`config.mk`:
```
export PLATFORM = sky130hd
export DESIGN_NAME = mem_access_unit
export DESIGN_NICKNAME = d
export VERILOG_FILES = /design/src/rtl/mem_pkg.sv /design/src/rtl/mem_timeout_counter.sv /design/src/rtl/mem_access_unit.sv
export SDC_FILE = /design/constraint.sdc
export NUM_CORES = 1
export LEC_CHECK = 0
export BUFFER_PORTS_ARGS = -buffer_cell sky130_fd_sc_hd__buf_4
export CORE_MARGIN = 4
export CORE_UTILIZATION = 54
export CTS_BUF_LIST = sky130_fd_sc_hd__clkbuf_8
export DETAILED_ROUTE_END_ITERATION = 7
export PLACE_DENSITY = 0.88
export SLEW_MARGIN = 0
export SYNTH_ARGS = -nofsm -noshare
export SYNTH_HDL_FRONTEND = slang
export SYNTH_HIERARCHICAL = 1
export SYNTH_SLANG_ARGS = --single-unit
```
`constraint.sdc`:
```
create_clock -name clk -period 8.8 [get_ports clk]
set_input_delay 2.2 -clock clk [delete_from_list [all_inputs] [get_ports clk]]
set_output_delay 2.2 -clock clk [all_outputs]
set_load 0.03 [all_outputs]
```
`src/rtl/mem_pkg.sv`:
```
// Shared constants and types for the MEM stage: widths, FSM encoding and
// the default bus timeout.
package mem_pkg;
  localparam int DATA_W                 = 32;
  localparam int ADDR_W                 = 32;
  localparam int REG_ADDR_W             = 5;
  localparam int CNT_W                  = 8;
  localparam int TIMEOUT_CYCLES_DEFAULT = 255;

  typedef enum logic {
    IDLE = 1'b0,
    BUSY = 1'b1
  } mem_state_t;
endpackage

```
`src/rtl/mem_timeout_counter.sv`:
```
// Counts BUSY cycles without an ack; hit flags the cycle that reaches the limit.
module mem_timeout_counter
  import mem_pkg::*;
(
  input  logic             clk,
  input  logic             reset,
  input  logic             clear,
  input  logic             enable,
  input  logic [CNT_W-1:0] limit,
  output logic             hit
);

  logic [CNT_W-1:0] count;

  // count holds the number of completed waiting cycles, so the current
  // waiting cycle is the limit-th one when count == limit-1.
  assign hit = enable && (count >= (limit - CNT_W'(1)));

  always_ff @(posedge clk or posedge reset) begin
    if (reset) begin
      count <= '0;
    end else if (clear) begin
      count <= '0;
    end else if (enable) begin
      count <= count + CNT_W'(1);
    end
  end

endmodule

```
`src/rtl/mem_access_unit.sv`:
```
// MEM pipeline stage: drives the data-memory bus, stalls the upstream pipe
// while an access is outstanding and registers the MEM/WB outputs.
module mem_access_unit
  import mem_pkg::*;
#(
  parameter int TIMEOUT_CYCLES = TIMEOUT_CYCLES_DEFAULT
) (
  input  logic                  clk,
  input  logic                  reset,
  input  logic                  mem_read,
  input  logic                  mem_write,
  input  logic                  reg_write,
  input  logic                  mem_to_reg,
  input  logic [ADDR_W-1:0]     alu_result,
  input  logic [DATA_W-1:0]     write_data,
  input  logic [REG_ADDR_W-1:0] write_reg_addr,
  output logic                  stall,
  output logic                  dmem_req,
  output logic                  dmem_we,
  output logic [ADDR_W-1:0]     dmem_addr,
  output logic [DATA_W-1:0]     dmem_wdata,
  input  logic [DATA_W-1:0]     dmem_rdata,
  input  logic                  dmem_ack,
  output logic                  wb_reg_write,
  output logic                  wb_mem_to_reg,
  output logic [DATA_W-1:0]     wb_read_data,
  output logic [ADDR_W-1:0]     wb_alu_result,
  output logic [REG_ADDR_W-1:0] wb_write_reg_addr,
  output logic                  align_err,
  output logic                  bus_err,
  output mem_state_t            fsm_state
);

  // Bus handshake: dmem_req rises with a stable addr/we/wdata and holds them
  // until the cycle dmem_ack is sampled high (or the timeout fires); ack is
  // a single-cycle response and is ignored whenever no request is pending.

  mem_state_t state;
  logic       access_valid;
  logic       misaligned;
  logic       go_busy;
  logic       cnt_enable;
  logic       timeout_hit;

  assign access_valid = (state == IDLE) && (mem_read || mem_write);
  assign misaligned   = (alu_result[1:0] != 2'b00);
  assign go_busy      = access_valid && !misaligned;
  assign cnt_enable   = (state == BUSY) && !dmem_ack;
  assign fsm_state    = state;

  mem_timeout_counter u_timeout (
    .clk    (clk),
    .reset  (reset),
    .clear  (go_busy),
    .enable (cnt_enable),
    .limit  (CNT_W'(TIMEOUT_CYCLES)),
    .hit    (timeout_hit)
  );

  always_comb begin
    stall = 1'b0;
    if (!reset) begin
      if (state == IDLE) stall = go_busy;
      else               stall = !dmem_ack && !timeout_hit;
    end
  end

  always_ff @(posedge clk or posedge reset) begin
    if (reset) begin
      state             <= IDLE;
      dmem_req          <= 1'b0;
      dmem_we           <= 1'b0;
      dmem_addr         <= '0;
      dmem_wdata        <= '0;
      wb_reg_write      <= 1'b0;
      wb_mem_to_reg     <= 1'b0;
      wb_read_data      <= '0;
      wb_alu_result     <= '0;
      wb_write_reg_addr <= '0;
      align_err         <= 1'b0;
      bus_err           <= 1'b0;
    end else begin
      align_err <= 1'b0;
      bus_err   <= 1'b0;
      case (state)
        IDLE: begin
          if (go_busy) begin
            dmem_req      <= 1'b1;
            dmem_we       <= mem_write;
            dmem_addr     <= alu_result;
            dmem_wdata    <= write_data;
            wb_reg_write  <= 1'b0;
            wb_mem_to_reg <= 1'b0;
            state         <= BUSY;
          end else begin
            // A misaligned access becomes a non-writing op that flags align_err.
            wb_reg_write      <= reg_write && !access_valid;
            wb_mem_to_reg     <= mem_to_reg;
            wb_read_data      <= '0;
            wb_alu_result     <= alu_result;
            wb_write_reg_addr <= write_reg_addr;
            align_err         <= access_valid;
          end
        end
        BUSY: begin
          if (dmem_ack) begin
            dmem_req          <= 1'b0;
            wb_reg_write      <= reg_write;
            wb_mem_to_reg     <= mem_to_reg;
            wb_read_data      <= dmem_we ? '0 : dmem_rdata;
            wb_alu_result     <= alu_result;
            wb_write_reg_addr <= write_reg_addr;
            state             <= IDLE;
          end else if (timeout_hit) begin
            dmem_req      <= 1'b0;
            bus_err       <= 1'b1;
            wb_reg_write  <= 1'b0;
            wb_mem_to_reg <= 1'b0;
            state         <= IDLE;
          end else begin
            wb_reg_write  <= 1'b0;
            wb_mem_to_reg <= 1'b0;
          end
        end
        default: state <= IDLE;
      endcase
    end
  end

endmodule

```
-- After elaboration in Yosys (flattened, before gate mapping)
Cells that the tools add are included.
Widths: inputs -> output; s select.
- magnitude comparators: 1
- reductions and logical operators: 16
- muxes and demuxes: 33
- equal/unequal tests: 4
- add/sub/neg operators: 1
- bitwise operators: 1
- operators with widths (cell ; number):
    $mux 32 ; 5
    $pmux 32 s2 ; 2
    $mux 1 ; 17
    $mux 8 ; 2
    $mux 5 ; 2
    $pmux 5 s2 ; 1
    $add 8x1->8 const B ; 1
    $ge 8x8->1 const B ; 1
    $pmux 1 s2 ; 4
    $logic_and 1x1->1 ; 6
    $ne 2x2->1 const B ; 3
    $reduce_and 2->1 ; 3
    $logic_not 1->1 ; 4
    $reduce_bool 2->1 ; 2
    $ne 3x2->1 const B ; 1
    $logic_or 1x1->1 ; 1
    $not 1->1 ; 1
- register bits: 148
- input port bits: 108
- logic and storage cells: 69

-- Logic depth before layout (Yosys ltp)
Gate-level depths: netlist of the first run.
- depth after elaboration: 7
- mapped depth: 10

-- Cells and area by module
The synthesis of the first run kept the hierarchy.
- by module, submodules not included (module ; area each (um^2) ; cells each ; times used):
    mem_access_unit ; 5421.4 ; 312 ; 1
    mem_timeout_counter ; 681.9 ; 75 ; 1

-- Least setup slack after synthesis of the first run
OpenSTA, ideal clock, no wires.
- kind: input to output
- from: input dmem_ack
- to: output stall
- stages on the path: 8
- setup slack: 3.104 ns
- data arrival time: 3.496 ns
- buffers on the path: 1
- cell sequence: nand2b_1 > inv_1 > buf_4 > nand3_1 > a211o_1 > o2bb2ai_1 > nand2b_1 > a21oi_1
- word-level cells in the longest chain between the ends: 7
- ends and longest elaborated chain (element ; RTL line ; RTL):
    from (decl) ; mem_access_unit.sv:23 ; input logic dmem_ack,
    $logic_not 1->1 ; mem_access_unit.sv:48 ; assign cnt_enable = (state == BUSY) && !dmem_ack;
    $logic_and 1x1->1 ; mem_access_unit.sv:48 ;
    via cnt_enable ; mem_access_unit.sv:42 ; logic cnt_enable;
    $logic_and 1x1->1 ; mem_timeout_counter.sv:17 ; assign hit = enable && (count >= (limit - CNT_W'(1)));
    via timeout_hit ; mem_access_unit.sv:43 ; logic timeout_hit;
    $logic_not 1->1 ; mem_access_unit.sv:64 ; else stall = !dmem_ack && !timeout_hit;
    $logic_and 1x1->1 ; mem_access_unit.sv:64 ;
    $mux 1 ; mem_access_unit.sv:63 ; if (state == IDLE) stall = go_busy;
    $mux 1 ; mem_access_unit.sv:62 ; if (!reset) begin
    to (decl) ; mem_access_unit.sv:17 ; output logic stall,
The timed path passes the listed nets, and every way through them passes these cells.

-- Final worst setup path of the first run
Ends and elaborated chain as after synthesis.

==> metrics.md, run 1 <==
| Metric | Value |
|---|---|
| Syn Inst Count | `about 390` |
| Number of I/O port buffers | `248` |
| # rows | `38` |
| Initial core utilization | `roughly 56%` |
| Worst slack at placement | `2.644 ns` |
| WL final | `15,450 um` |
| Register bit total from synthesis | `~150` |
| Critical path class | `primary input to output pin` |
| DRT iter0 DRCs | `around 180` |
| CTS tree | `done` |
| Layout fillers | `671` |
| Post-synth top area share | `between 60% and 70%` |
| Worst Hold Class | `flop to flop` |
| Yosys warns | `6` |
| Proportion of layout cells with a drive suffix above 1 | `56.99%` |
| TritonCTS Sinks | `approximately 150` |
| Final ANT Viol Nets | `0` |
| Fmax achieved | `approximately 160 MHz` |
| Vias in the first global route | `about 4,700` |
| Max-cap violations | `0` |
| DRC Markers | `0` |
| Area contributors post-synth | `dfrtp_1, mux2_4, mux2_2` |
| Arr. time, crit path | `3.98 ns` |
| Cell variety after synth | `41` |
| Slew headroom | `28.82%` |
| Final #Nets | `779` |
| Critical Path RT | `around 6.6 ns` |
| CP startpoint kind | `primary input` |
| CTS Buf Count | `17` |
| Fin. max-slew vios | `0` |
| Cell Pwr Density | `approximately 230 nW/um^2` |
| HPWL after DPL | `~12,000 um` |
| Syn_area_per_cell | `~16 um^2` |
| Biggest cell delay along the critical path | `between 0.3 and 0.4 ns` |
| RSZ-0062 raised after global routing | `false` |
| Sum Neg Setup Slack | `0 ns` |
| Diode count | `0` |
| Largest net degree at the start of global routing | `roughly 90` |
| Worst slew pin tran | `1.068 ns` |
| VDD IR-drop max | `~0.14 mV` |
| Area of the multi-input gates | `about 2300 um^2` |
| Chip Height | `roughly 110 um` |
| CP Max Fanout | `10` |
| Final WS setup | `2.617 ns` |
| Cell count after placement | `between 700 and 800` |
| WHS | `0.5079 ns` |
| Status | `completed` |
| Io pins | `~250` |
| Nature of the critical path endpoint | `output pin` |
| Vias per cell | `5.151` |
| Total Routing Usage GR | `around a quarter` |
| CP delay by family, top | `buffers and inverters` |
| Util after Layout | `approximately 77%` |
| Post-CTS Resized | `0` |
| Global-route wire length before repair | `between 20,000 and 25,000 um` |
| DR pass1 iterations | `4` |
| Final worst-path cycle share | `between 70% and 80%` |
| Initial antenna violation count | `0` |
| Buf+Inv Stages, Crit Path | `3` |
| Core box area | `about 11,000 um^2` |
| DR WL/cell | `about 19 um` |
| Number of setup buffers added after CTS | `0` |
| Clk_skew | `0.01333 ns` |
| Vias | `about 4,200` |
| FF+latch area | `~3700 um^2` |
| Synth area leader | `dfrtp_1` |
| Worst-Skew Late Latency | `approximately 0.44 ns` |
| Clock buffer depth | `2` |
| H-tree levels | `4` |
| Final setup fails | `0` |
| Final Wtd Congestion | `roughly 0.78` |
| CTS root buf | `clkbuf_8` |
| Worst path cell trace | `buf_4 > nand2b_1 > inv_1 > nand3_1 > a211o_1 > o2bb2ai_1 > nand2b_1 > a21oi_1 > buf_4` |
| Hold Fails Final Rpt | `0` |
| Clock-pin slew of the registers on the worst-case setup and hold paths | `approximately 0.07 ns` |
| Lkg Pwr | `~4.3 nW` |
| GR Overflow Total | `0` |
| Final non-filler cell total | `~810` |
| Area growth syn-to-layout | `38.34%` |
| Tmin final | `around 6 ns` |
| Sequential element share of the synthesized area | `between 60% and 70%` |
| Synthesized area | `6103 um^2` |
| Die ar. | `approximately 13,000 um^2` |
| Cts hold-fix bufs | `0` |
| Die X | `114.3 um` |
| Critical path's slowest cell | `inv_1` |
==> power breakdown <==
part,switching (W),internal [W]
Sequential,0.0000744,0.000786
Combinational,0.000355,0.000288
Clock,0.000236,0.000240
Total,0.000665,0.00131
==> synth_stat cells <==
cell       count
nor2b_1        1
o2bb2ai_1      1
buf_6          1
and3_1         1
clkbuf_1       5
buf_8          1
a21boi_0       1
mux2i_1        1
ha_1          10
mux2_4        53
o21ai_0        6
and2_1         3
buf_4          3
nor4_1         1
buf_2          4
or2_4          1
xnor2_1        4
nor2_1         7
or3_1          4
o21a_1         1
xor2_1         6
o21ai_2        1
o2111ai_4      1
a22o_1        34
buf_12         5
nand2_1        8
inv_12         1
a21oi_1        6
conb_1         1
or2_1          1
mux2_2        45
a2111oi_0      1
nor3_1         2
inv_1          7
dfrtp_1      148
nand2b_1       3
nand3_1        3
nor4b_1        1
a211o_1        1
nand4_1        2
o21bai_1       1
==> worst reg2reg max path, delay by kind of cell (launching register included) <==
family,cells,cell delay (ns)
AO/OA/AOI/OAI,3,0.66
buffers and inverters,2,0.56
flip-flops,1,0.45
AND/OR/NAND/NOR,2,0.62
==> per-stage QoR <==
step / total power (W) / instance area, um^2
finish: 0.001980 / 8443
global route: 0.002071 / 8443
CTS: 0.001997 / 8443
detailed placement: 0.001515 / 8080
global placement: 0.001495 / 8080
floorplan: 0.001256 / 6186
==> worst paths after layout <==
kind / end / from / cells after the start / slack (ns)
min in group asynchronous: u_timeout/count[3]$_DFFE_PP0P_ / reset / 2 / 1.77
max: stall / dmem_ack / 9 / 2.62
max reg2reg: u_timeout/count[5]$_DFFE_PP0P_ / fsm_state$_DFF_PP0_ / 7 / 6.44
min: dmem_addr[0]$_DFFE_PP0P_ / dmem_addr[0]$_DFFE_PP0P_ / 1 / 0.51
min reg2reg: dmem_addr[0]$_DFFE_PP0P_ / dmem_addr[0]$_DFFE_PP0P_ / 1 / 0.51
max in group asynchronous: dmem_addr[23]$_DFFE_PP0P_ / reset / 3 / 5.54
==> metal layers <==
layer,wire length (um),track usage (%),part of all wire (%)
met5,0,0,0
met4,363,7.918,2.3
met3,1247,10.15,8.1
met2,8219,42.90,53
met1,5620,28.35,36
==> placed cells by master (no fill, tap or decap), types with 2 or more instances in the layout <==
cell type / Yosys / routed
buf_4: 3 / 252
inv_1: 7 / 9
nand2b_1: 3 / 3
nand2_1: 8 / 8
nand3_1: 3 / 3
nor3_1: 2 / 2
o21ai_0: 6 / 6
clkinvlp_4: 0 / 2
a21oi_1: 6 / 6
ha_1: 10 / 10
mux2_4: 53 / 53
nor2_1: 7 / 6
conb_1: 1 / 23
or3_1: 4 / 4
clkinv_4: 0 / 3
nand4_1: 2 / 2
clkbuf_8: 0 / 20
xor2_1: 6 / 6
and2_1: 3 / 3
mux2_2: 45 / 45
a22o_1: 34 / 34
xnor2_1: 4 / 4
dfrtp_1: 148 / 148
==> cell families after synthesis <==
family,after synthesis,share of synthesized area [%]
flip-flops,148,60.68
XOR/XNOR,10,1.435
adder cells (fa/ha/maj),10,2.050
AO/OA/AOI/OAI,54,7.237
AND/OR/NAND/NOR,38,3.260
multiplexers,99,21.50
buffers and inverters,27,3.772
other,1,0.06144
==> area by class of cell <==
type	instances	area share [%]
flip-flops and latches	148	43.86
clock buffers	20	3.260
multi-input cells	234	26.79
repair buffers	252	22.41
clock inverters	10	1.037
inverters	8	0.5631
well taps	140	2.075
Power figures use the tool's default switching activity.
==> inputs of run 2 (changes only) <==
CORE_UTILIZATION = 45   (was 54)
PLACE_DENSITY = 0.78   (was 0.88)
clock period = 5.15 ns   (was 8.8 ns; I/O delays follow)
==> metrics.md, run 2 (synthesis gave the netlist of run 1 again) <==
| Metric | Value |
|---|---|
| Status | `completed` |
| CP startpoint kind | `primary input` |
| Vias per cell | `around 4.9` |
| Largest net degree at the start of global routing | `68` |
| Global-route wire length before repair | `between 20,000 and 25,000 um` |
| Vias | `4,178` |
| Critical path class | `primary input to output pin` |
| Proportion of layout cells with a drive suffix above 1 | `approximately 58%` |
| # rows | `42` |
| Nature of the critical path endpoint | `output pin` |
| WHS | `roughly 0.5 ns` |
| Worst slew pin tran | `between 0.7 and 0.8 ns` |
| Tmin final | `roughly 4.3 ns` |
| Number of I/O port buffers | `between 200 and 250` |
| Die X | `124.5 um` |
| Sum Neg Setup Slack | `0 ns` |
| Chip Height | `approximately 120 um` |
| TritonCTS Sinks | `148` |
| DR WL/cell | `roughly 17 um` |
| Io pins | `249` |
| Clock-pin slew of the registers on the worst-case setup and hold paths | `roughly 0.070 ns` |
| WL final | `around 15,000 um` |
| DRC Markers | `0` |
| Die ar. | `roughly 15,000 um^2` |
| Final ANT Viol Nets | `0` |
| DR pass1 iterations | `4` |
| Cell Pwr Density | `a little over 400 nW/um^2` |
| Initial core utilization | `between 40 and 50%` |
| Final #Nets | `a little under 800` |
| Critical Path RT | `just under 4 ns` |
| Clock buffer depth | `2` |
| Post-CTS Resized | `0` |
| Final Wtd Congestion | `0.8159` |
| DRT iter0 DRCs | `158` |
| H-tree levels | `4` |
| Arr. time, crit path | `slightly below 3 ns` |
| CTS tree | `done` |
| Vias in the first global route | `between 4,000 and 5,000` |
| CP Max Fanout | `10` |
| Initial antenna violation count | `0` |
| VDD IR-drop max | `0.2188 mV` |
| RSZ-0062 raised after global routing | `false` |
| Diode count | `0` |
| Slew headroom | `roughly half` |
| FF-to-FF setup slack | `~2.6 ns` |
| Hold Fails Final Rpt | `0` |
| Fmax achieved | `234.2 MHz` |
| Worst Hold Class | `flop to flop` |
| Leading cell types in the layout, fill and taps excluded | `buf_4, dfrtp_1, mux2_4` |
| Clk_skew | `~0.0074 ns` |
| Max-cap violations | `0` |
| Lkg Pwr | `4.281 nW` |
| Cts hold-fix bufs | `0` |
| CTS Buf Count | `17` |
| Final setup fails | `0` |
| Worst-Skew Late Latency | `roughly 0.43 ns` |
| GR Overflow Total | `0` |
| Area growth syn-to-layout | `40.02%` |
| Fin. max-slew vios | `0` |
| Final worst-path cycle share | `82.92%` |
| Layout fillers | `~1,100` |
| Number of setup buffers added after CTS | `0` |
| Most common cell after layout, fill and taps aside | `buf_4` |
| CTS root buf | `clkbuf_8` |
| Total Routing Usage GR | `approximately a fifth` |
| Core box area | `between 10,000 and 15,000 um^2` |
| HPWL after DPL | `about 11,000 um` |
-- run 2: worst paths after layout --
check / from / endpoint / cells past startpoint
min in group asynchronous: reset / u_timeout/count[7]$_DFFE_PP0P_ / 2
worst max-delay path: dmem_ack / stall / 9
worst min-delay path: dmem_addr[1]$_DFFE_PP0P_ / dmem_addr[1]$_DFFE_PP0P_ / 1
max in group asynchronous: reset / wb_alu_result[10]$_DFFE_PP0P_ / 3
worst min register to register: dmem_addr[1]$_DFFE_PP0P_ / dmem_addr[1]$_DFFE_PP0P_ / 1
worst max register to register: fsm_state$_DFF_PP0_ / wb_write_reg_addr[0]$_DFFE_PP0P_ / 4
-- run 2: routing by layer --
layer	share of wire [%]	vias to the layer above	GRT usage [%]	wire, um
met5	0	-	0	0
met4	2.5	0	7.608	377
met3	7.8	24	7.504	1153
met2	50	186	32.41	7390
met1	40	2059	22.21	5944
li1	-	1909	-	-
-- run 2: where the power goes --
group	leakage, nW	total [W]	switching, W	internal [W]
registers	1.83	0.00147	0.000124	0.00134
clock network	0.204	0.000922	0.000439	0.000483
logic	2.25	0.00109	0.000601	0.000492
-- run 2: worst max-delay path, cell delays in order --
cell and delay (ns):
buf_4 0.12, nand2b_1 0.26, inv_1 0.34, nand3_1 0.13, a211o_1 0.25, o2bb2ai_1 0.18, nand2b_1 0.14, a21oi_1 0.09
buf_4 0.19
-- run 2: through the flow --
step                utilization [%]  area (um^2)  total power (W)  setup WS (ns)  std cells
floorplan                         -         6186         0.002147         0.1096        409
global placement              61.41         8133         0.002557         0.9323        819
detailed placement            61.41         8133         0.002588         0.8929        819
CTS                           64.53         8546         0.003524         0.8847        851
global route                  64.53         8546         0.003647         0.7306        851
finish                        64.53         8546         0.003481         0.8794        851
-- run 2: cell type report --
cell class / count / area (um^2) / share of cell area (%)
well taps: 176 / 220.2 / 2.577
multi-input cells: 234 / 2262 / 26.47
clock inverters: 15 / 178.9 / 2.094
clock buffers: 17 / 234.0 / 2.738
flip-flops and latches: 148 / 3704 / 43.34
inverters: 8 / 47.55 / 0.5564
repair buffers: 253 / 1899 / 22.23
==> inputs of run 3 (changes only) <==
ABC_AREA = 1   (was not set)
CORE_UTILIZATION = 51   (was 45)
PLACE_DENSITY = 0.83   (was 0.78)
clock period = 4.38 ns   (was 5.15 ns; I/O delays follow)
==> metrics.md, run 3 <==
| Metric | Value |
|---|---|
| Vias per cell | `4.824` |
| Critical path's slowest cell | `a21oi_1` |
| Final worst-path cycle share | `74.33%` |
| Sequential element share of the synthesized area | `57.55%` |
| Worst slew pin tran | `0.8178 ns` |
| Area growth syn-to-layout | `37.74%` |
| Clock buffer depth | `2` |
| Largest net degree at the start of global routing | `just over 70` |
| DR WL/cell | `~14 um` |
| Number of I/O port buffers | `about 250` |
| Core box area | `roughly 12,000 um^2` |
| Clock-pin slew of the registers on the worst-case setup and hold paths | `approximately 0.070 ns` |
| Critical path class | `primary input to output pin` |
| H-tree levels | `4` |
| Die X | `between 100 and 150 um` |
| CP startpoint kind | `primary input` |
| HPWL after DPL | `between 10,000 and 15,000 um` |
| Cts hold-fix bufs | `0` |
| CTS tree | `done` |
| Count leader, synth | `nand2_1` |
| VDD IR-drop max | `~0.28 mV` |
| Final WS setup | `between 1 and 1.5 ns` |
| Diode count | `0` |
| Area of the multi-input gates | `between 2000 and 2500 um^2` |
| Slew headroom | `45.48%` |
| Sum Neg Setup Slack | `0 ns` |
| R2r endpoint | `u_timeout/count[3]$_DFFE_PP0P_` |
| TritonCTS Sinks | `between 100 and 150` |
| Synthesized area | `between 6000 and 7000 um^2` |
| CTS root buf | `clkbuf_8` |
| # rows | `40` |
| Proportion of layout cells with a drive suffix above 1 | `29.13%` |
| Final setup fails | `0` |
| Top_reg_cell synth | `dfrtp_1` |
| Chip Height | `between 100 and 150 um` |
| Nature of the critical path endpoint | `output pin` |
| Worst hold endpoint | `dmem_addr[0]$_DFFE_PP0P_` |
| CP Max Fanout | `7` |
| Number of synthesized flops with an enable pin | `0` |
| Syn Inst Count | `777` |
| Worst path cell trace | `buf_4 > nor2_4 > inv_1 > a21oi_1 > inv_1 > nand2_1 > a21oi_1 > buf_4` |
| Yosys warns | `6` |
| Register bit total from synthesis | `roughly 150` |
| Die ar. | `between 10,000 and 15,000 um^2` |
| Syn_area_per_cell | `8.282 um^2` |
| Top cells by count, synth | `nand2_1, dfrtp_1, nand3_1` |
| Layout fillers | `approximately 1,000` |
| Worst slack at placement | `about 1.1 ns` |
| Global-route wire length before repair | `28,080 um` |
| DRT iter0 DRCs | `roughly 550` |
| Max-cap violations | `0` |
| Vias in the first global route | `between 5,000 and 6,000` |
| Tmin final | `3.256 ns` |
| Status | `completed` |
| Lkg Pwr | `between 5 and 6 nW` |
| Area contributors post-synth | `dfrtp_1, nand2_1, nand3_1` |
| Cell Pwr Density | `466.9 nW/um^2` |
| Biggest cell delay along the critical path | `0.22 ns` |
| Worst-Skew Late Latency | `around 0.44 ns` |
| Initial antenna violation count | `0` |
| DR pass1 iterations | `5` |
| Reg-to-reg startpoint | `fsm_state$_DFF_PP0_` |
| FF-to-FF setup slack | `2.45 ns` |
| Post-synth top area share | `57.55%` |
| FF+latch area | `between 3000 and 4000 um^2` |
| Synth area leader | `dfrtp_1` |
| GR Overflow Total | `0` |
| Number of setup buffers added after CTS | `0` |
| Initial core utilization | `between 50% and 60%` |
| Total Routing Usage GR | `between 20% and 30%` |
| Fin. max-slew vios | `0` |
| Clk_skew | `between 0.006 and 0.007 ns` |
| Final #Nets | `between 1,000 and 1,500` |
| Async set or reset register ratio after synthesis | `100.0%` |
| DRC Markers | `0` |
| Fmax achieved | `approximately 300 MHz` |
| Vias | `~5,800` |
| Post-CTS Resized | `0` |
| Io pins | `about 250` |
| Hold Fails Final Rpt | `0` |
| RSZ-0062 raised after global routing | `false` |
| Worst hold start | `dmem_addr[0]$_DFFE_PP0P_` |
| WL final | `between 15,000 and 20,000 um` |
| Most common cell after layout, fill and taps aside | `nand2_1` |
| WHS Path Cells | `2` |
| Critical Path RT | `about 3.3 ns` |
| Final ANT Viol Nets | `0` |
| Cell variety after synth | `23` |
| Final Wtd Congestion | `slightly above 0.8` |
| Worst Hold Class | `flop to flop` |
| FF-to-FF path depth | `8` |
| Arr. time, crit path | `about 2.2 ns` |
| CTS Buf Count | `17` |
| Leading cell types in the layout, fill and taps excluded | `nand2_1, buf_4, dfrtp_1` |
run 3: cell count changes in the layout (fill, tap and decap cells not counted), moves of 4 or more:
| cell | previous run | this run |
|---|---|---|
| buf_4 | 253 | 259 |
| conb_1 | 23 | 13 |
| inv_6 | 4 | 0 |
| or3_1 | 4 | 0 |
| inv_2 | 0 | 4 |
| nand2_1 | 8 | 356 |
| nor2_1 | 6 | 51 |
| mux2_4 | 53 | 0 |
| mux2_2 | 45 | 0 |
| nand3_1 | 3 | 74 |
| a22o_1 | 34 | 0 |
| inv_1 | 6 | 62 |
run 3: how the worst max path moves through the flow:
stage               depth (start not counted)    end                            from
floorplan                                   5  stall                   alu_result[1]
global placement                            8  stall                        dmem_ack
detailed placement                          8  stall                        dmem_ack
CTS                                        11  stall  u_timeout/count[3]$_DFFE_PP0P_
global route                               11  stall  u_timeout/count[3]$_DFFE_PP0P_
finish                                      8  stall                        dmem_ack
run 3: logic make-up after synthesis:
group           count (synthesis)  synth area share [%]
xor+xnor                        6                0.8166
simple gates                  495                 31.19
other cells                     1               0.05828
compound gates                 13                 1.050
buf+inv                       104                 7.388
fa+ha+maj                      10                 1.944
flops                         148                 57.55
run 3: layer usage:
metal  wire length [um]  global-route usage [%]  vias up
met2               8362                   39.16      224
met4                589                   11.54        0
li1                   -                       -     2849
met5                  0                       0        -
met1               6893                   30.00     2719
met3               1591                   8.513       35
run 3: metrics by stage:
| stage | instances | total power (W) | hold slack [ns] | utilization (%) | area, um^2 |
|---|---|---|---|---|---|
| floorplan | 789 | 0.002467 | 0.5061 | - | 6484 |
| global placement | 1178 | 0.002964 | 0.4501 | 69.22 | 8418 |
| detailed placement | 1178 | 0.002990 | 0.4536 | 69.22 | 8418 |
| CTS | 1208 | 0.004180 | 0.4731 | 72.88 | 8864 |
| global route | 1208 | 0.004351 | 0.4929 | 72.88 | 8864 |
| finish | 1208 | 0.004139 | 0.4688 | 72.88 | 8864 |
run 3: cell type report:
type,count,share of cell area [%]
clock inverters,11,2.075
multi-input cells,537,26.04
well taps,168,2.372
inverters,66,2.837
flip-flops and latches,148,41.78
clock buffers,19,2.950
repair buffers,259,21.94
run 3: critical path: cells and delay by family:
| family | cells | cell delay [ns] |
|---|---|---|
| buffers and inverters | 4 | 0.49 |
| AO/OA/AOI/OAI | 2 | 0.29 |
| AND/OR/NAND/NOR | 2 | 0.28 |
run 3: power by group:
group	switching [W]	internal [W]	total [W]
clock	0.000486	0.000697	0.00118
combinational	0.000800	0.000450	0.00125
sequential	0.000129	0.00158	0.00171
total	0.00141	0.00272	0.00414
